==> src/rtl/pipe_ctrl.sv <==
// Y86-64 five-stage pipeline control: hazard stall/bubble generation, run-state FSM, status latch and counters.
// Optional per-hazard performance counters are built when PIPE_CTRL_PERF_EN is defined.
module pipe_ctrl #(
  parameter int FLUSH_CYCLES = 4,
  parameter int CNT_W        = 32
) (
  input  logic             clk,
  input  logic             rst_n,
  input  logic [3:0]       D_icode,
  input  logic [3:0]       d_srcA,
  input  logic [3:0]       d_srcB,
  input  logic [3:0]       E_icode,
  input  logic [3:0]       E_dstM,
  input  logic             e_Cnd,
  input  logic [3:0]       M_icode,
  input  logic [2:0]       m_stat,
  input  logic [2:0]       W_stat,
  input  logic [3:0]       W_icode,
  output logic             F_stall,
  output logic             D_stall,
  output logic             W_stall,
  output logic             D_bubble,
  output logic             E_bubble,
  output logic             M_bubble,
  output logic             set_cc,
  output logic             halted,
  output logic [2:0]       cpu_stat,
  output logic [CNT_W-1:0] cycle_cnt,
  output logic [CNT_W-1:0] retired_cnt,
  output logic [CNT_W-1:0] lu_cnt,
  output logic [CNT_W-1:0] mp_cnt,
  output logic [CNT_W-1:0] ret_cnt
);

  localparam logic [2:0] SAOK    = 3'd1;
  localparam logic [3:0] INOP    = 4'h1;
  localparam logic [3:0] IOPQ    = 4'h6;
  localparam logic [3:0] IJXX    = 4'h7;
  localparam logic [3:0] IMRMOVQ = 4'h5;
  localparam logic [3:0] IRET    = 4'h9;
  localparam logic [3:0] IPOPQ   = 4'hB;
  localparam logic [3:0] RNONE   = 4'hF;
  localparam int         FW      = $clog2(FLUSH_CYCLES + 1);
  localparam logic [CNT_W-1:0] CNT_MAX = '1;

  typedef enum logic [1:0] {
    S_INIT,
    S_RUN,
    S_HALTED
  } state_t;

  state_t        state_reg, state_next;
  logic [FW-1:0] flush_reg;

  logic lu, ret, mp, m_exc, w_exc, in_run;

  // Hazard detection, evaluated every cycle; only RUN lets it reach the outputs.
  assign lu = ((E_icode == IMRMOVQ) || (E_icode == IPOPQ)) && (E_dstM != RNONE) &&
              ((E_dstM == d_srcA) || (E_dstM == d_srcB));
  assign ret    = (D_icode == IRET) || (E_icode == IRET) || (M_icode == IRET);
  assign mp     = (E_icode == IJXX) && !e_Cnd;
  assign m_exc  = (m_stat != SAOK);
  assign w_exc  = (W_stat != SAOK);
  assign in_run = (state_reg == S_RUN);

  always_ff @(posedge clk or negedge rst_n) begin
    if (!rst_n) begin
      state_reg <= S_INIT;
      flush_reg <= '0;
      cpu_stat  <= SAOK;
    end else begin
      state_reg <= state_next;
      if (state_reg == S_INIT)
        flush_reg <= flush_reg + FW'(1);
      if (in_run && w_exc)
        cpu_stat <= W_stat;
    end
  end

  always_comb begin
    state_next = state_reg;
    F_stall    = 1'b0;
    D_stall    = 1'b0;
    W_stall    = 1'b0;
    D_bubble   = 1'b0;
    E_bubble   = 1'b0;
    M_bubble   = 1'b0;
    set_cc     = 1'b0;
    halted     = 1'b0;
    case (state_reg)
      S_INIT: begin
        // Pipeline registers may hold garbage here, so every input is ignored.
        F_stall  = 1'b1;
        D_bubble = 1'b1;
        E_bubble = 1'b1;
        M_bubble = 1'b1;
        if (flush_reg == FW'(FLUSH_CYCLES - 1))
          state_next = S_RUN;
      end
      S_RUN: begin
        F_stall  = lu | ret;
        D_stall  = lu;
        D_bubble = !lu && (mp || ret);
        E_bubble = mp | lu;
        M_bubble = m_exc | w_exc;
        W_stall  = w_exc;
        set_cc   = (E_icode == IOPQ) && !m_exc && !w_exc;
        if (w_exc)
          state_next = S_HALTED;
      end
      S_HALTED: begin
        F_stall  = 1'b1;
        D_stall  = 1'b1;
        W_stall  = 1'b1;
        E_bubble = 1'b1;
        M_bubble = 1'b1;
        halted   = 1'b1;
      end
      default: begin
        state_next = S_INIT;
      end
    endcase
  end

  logic retire;
  assign retire = in_run && (W_stat == SAOK) && (W_icode != INOP) && !W_stall;

  always_ff @(posedge clk or negedge rst_n) begin
    if (!rst_n) begin
      cycle_cnt   <= '0;
      retired_cnt <= '0;
    end else begin
      if (in_run && (cycle_cnt != CNT_MAX))
        cycle_cnt <= cycle_cnt + CNT_W'(1);
      if (retire && (retired_cnt != CNT_MAX))
        retired_cnt <= retired_cnt + CNT_W'(1);
    end
  end

`ifdef PIPE_CTRL_PERF_EN
  // Index 0: load-use, 1: mispredict, 2: return bubble (suppressed when load-use wins).
  logic [2:0]       perf_ev;
  logic [CNT_W-1:0] perf_cnt [3];

  assign perf_ev = {in_run && ret && !lu, in_run && mp, in_run && lu};

  generate
    for (genvar gi = 0; gi < 3; gi++) begin : g_perf
      always_ff @(posedge clk or negedge rst_n) begin
        if (!rst_n)
          perf_cnt[gi] <= '0;
        else if (perf_ev[gi] && (perf_cnt[gi] != CNT_MAX))
          perf_cnt[gi] <= perf_cnt[gi] + CNT_W'(1);
      end
    end
  endgenerate

  assign lu_cnt  = perf_cnt[0];
  assign mp_cnt  = perf_cnt[1];
  assign ret_cnt = perf_cnt[2];
`else
  assign lu_cnt  = '0;
  assign mp_cnt  = '0;
  assign ret_cnt = '0;
`endif

  a_no_stall_and_bubble: assert property (@(posedge clk) disable iff (!rst_n)
    !(D_stall && D_bubble));

endmodule

==> config.mk <==
export PLATFORM = sky130hd
export DESIGN_NAME = pipe_ctrl
export DESIGN_NICKNAME = d
export VERILOG_FILES = /design/src/rtl/pipe_ctrl.sv
export SDC_FILE = /design/constraint.sdc
export NUM_CORES = 1
export LEC_CHECK = 0
export CORE_MARGIN = 2
export CORE_UTILIZATION = 43
export CTS_BUF_LIST = sky130_fd_sc_hd__clkbuf_8 sky130_fd_sc_hd__clkbuf_16
export DETAILED_ROUTE_END_ITERATION = 8
export PLACE_DENSITY = 0.89
export SYNTH_ARGS = -nofsm -noshare
export SYNTH_HDL_FRONTEND = slang
export SYNTH_SLANG_ARGS = --single-unit
==> constraint.sdc <==
create_clock -name clk -period 3.1 [get_ports clk]
set_input_delay 0.31 -clock clk [delete_from_list [all_inputs] [get_ports clk]]
set_output_delay 0.31 -clock clk [all_outputs]
set_load 0.05 [all_outputs]
==> impl_metrics.tcl <==
set metrics [dict create \
    core.rowCount 37 \
    fin_ws_ns 0.271 \
    drv_slew 0 \
    yosysUniqueCellTypes 54 \
    fin_crit_ns 2.83 \
    avgSynthCellArea_um2 9.71 \
    setup_tns_ns 0 \
    antenna_left 0 \
    startpoint_type "flop" \
    fin_util 0.549 \
    switching_share 0.445 \
    clkSinkCount 72 \
    wl_mm 10.4 \
    ys_ff_latch 72 \
    max_stage_delay_ns 0.84 \
    yosysMostFrequentCell "buf_4" \
    max_cap_viol_count 0 \
    syn2layout_area_growth_pct 22.9 \
    synth-simple-area-share 0.236 \
    dr.pass1.iters 4 \
    final_cells 733 \
    status "finished, final reports clean" \
    ios 208 \
    slew_headroom 0.391 \
    clock_latency_ns 0.34 \
    grt_start_max_net_pins 73 \
    intPower_mw 1.83 \
    ys_seq_area_frac 0.388 \
    clk_pin_slew_worst_paths_ns 0.08 \
    worst_setup_path_end_kind "primary output" \
    p_per_area_nw_per_um2 577 \
    synth_top_cell_by_area "dfrtp_1" \
    whs_ns 0.170 \
    synth_cells 479 \
    htreeDepth 3 \
    post-cts-setup-buffer-count 0 \
    required_ns 2.79 \
    yosysWarningCount 0 \
    gp_congestion 0.962 \
    post-route-period-util 0.913 \
    grt_util_all_layers 0.181 \
    share_comb_of_total_power 0.455 \
    cts_buffers 9 \
    antenna_cells 0 \
    setup_violations 0 \
    drive_above_1_share 0.0670 \
    cts.repair.resized 0 \
    drtIter0Drc 140 \
    netlist_top_cells_count "buf_4, dfrtp_1, xor2_1, nor3_1, nand3_1" \
    syn_area_um2 4650 \
    gr-total-overflow 0 \
    dpl.hpwl_mm 7.83 \
    wire_per_inst_um 14.2 \
    finalClockSkew_ns 0.00660 \
    ys.flop_type "dfrtp_1" \
    crit_type "reg2out" \
    start_util 0.446 \
    fin_nets 637 \
    core_um2 10400 \
    async_flop_share 1.00 \
    grt_pass1_vias 3578 \
    leakagePower_nw 2.71 \
    n_fill_cell 901 \
    crit_arrival_ns 2.52 \
    die-area_um2 11700 \
    antenna_found_initial 0 \
    crit_slowest_cell "clkdlybuf4s50_1" \
    finalHoldViolCount 0 \
    seqPwrFrac 0.343 \
    top_regs "cycle_cnt: 32 flops, retired_cnt: 32 flops" \
    synth_edf_count 0 \
    max_freq_mhz 354 \
    yosysTopAreaCellShare 0.382 \
    port_buffers 111 \
    vias_per_cell 4.94 \
    synth_top_family_by_area "simple AND/OR/NAND/NOR gates" \
    ir_worst_vdd_mv 0.509 \
    worstMarginPinSlew_ns 0.913 \
    die-width_um 108 \
    worstPathCellList "inv_1 > ha_1 > buf_4 > nand4b_1 > nor3_1 > clkdlybuf4s50_1" \
    synth_compound_area_frac 0.0422 \
    cts-root-buf "clkbuf_8" \
    clock_path_buffers 2 \
    drc 0 \
    finalInstanceArea_um2 5720 \
    grt_pass1_wl_mm 17.0 \
    p_sw_mw 1.47 \
    cts_tree "built" \
    dieHeight_um 108 \
    multiInputGateArea_um2 2390 \
    synth.area.mux_share 0.00726 \
    placed_area_um2 5540 \
    synth_xor_xnor_area_share 0.130 \
    fin_total_pwr_mw 3.30 \
    cp_max_fo 16 \
    holdBufCountCts 0 \
    place_inst 717 \
    clkPwrFrac 0.202 \
    rsz0062_at_grt "no" \
    synthAdderAreaFrac 0.0215 \
    vias 3621 \
    pre_cts_ws_ns 0.332 \
    seqCellArea_um2 1800 \
    synth.area.top_cells "dfrtp_1, buf_4, xor2_1, xnor2_1, nor3_1" \
    hold_class "in2async" \
]
power groups by stage:
stage | logic [mW] | clock network [mW] | registers (mW)
4_1_cts | 1.51 | 0.686 | 1.13
5_1_grt | 1.59 | 0.728 | 1.15
6_report | 1.50 | 0.667 | 1.13
3_3_place_gp | 1.49 | 0 | 1.14
3_5_place_dp | 1.50 | 0 | 1.15
2_1_floorplan | 0.950 | 0 | 1.33
final cells by class:
class	instances	area share
clock inverter	6	0.00635
timing repair buffer	114	0.200
inverter	8	0.00525
clock buffer	10	0.0241
sequential	72	0.315
multi-input combinational	387	0.419
tap	136	0.0298
layout by cell type (no fill, tap or decap), types with 4 or more instances in the layout:
cell type | netlist | final
inv_1 | 8 | 9
clkdlybuf4s50_1 | 0 | 107
conb_1 | 1 | 96
nand3_1 | 26 | 26
nor3_1 | 28 | 28
nor4_1 | 6 | 6
dfrtp_1 | 71 | 71
xnor2_1 | 22 | 22
nor2_1 | 23 | 23
buf_4 | 96 | 4
nand4_1 | 21 | 21
ha_1 | 8 | 8
and3_1 | 13 | 13
clkbuf_8 | 0 | 10
a21oi_1 | 10 | 10
nand2_1 | 23 | 23
xor2_1 | 47 | 47
and4_1 | 11 | 11
worst max-delay path: cells and delay by family, from the launching register on:
kind,cells,cell delay [ns]
flops,1,0.42
buf+inv,3,1.17
simple gates,2,0.37
fa+ha+maj,1,0.21
worst paths after layout:
kind / from / endpoint / slack, ns / depth (start not counted)
setup / recovery: state_reg[1] / set_cc / 0.27 / 6
hold / removal: rst_n / retired_cnt[20] / 0.17 / 2
min in group clk: flush_reg[0] / flush_reg[0] / 0.49 / 1
max in group asynchronous: rst_n / cycle_cnt[8] / 2.31 / 2
setup reg to reg: state_reg[0] / retired_cnt[17] / 0.60 / 7
hold reg to reg: flush_reg[0] / flush_reg[0] / 0.49 / 1
per-layer routing:
metal  track usage  routed length, um
met1         0.217               4180
met2         0.316               5350
met3        0.0440                677
met4        0.0632                191
met5             0                  0
cell families after synthesis:
kind of cell | count (synthesis)
simple gates | 183
buf+inv | 115
flops | 72
xor+xnor | 69
compound gates | 28
fa+ha+maj | 8
mux | 3
other cells | 1
(Power assumes the default switching activity.)
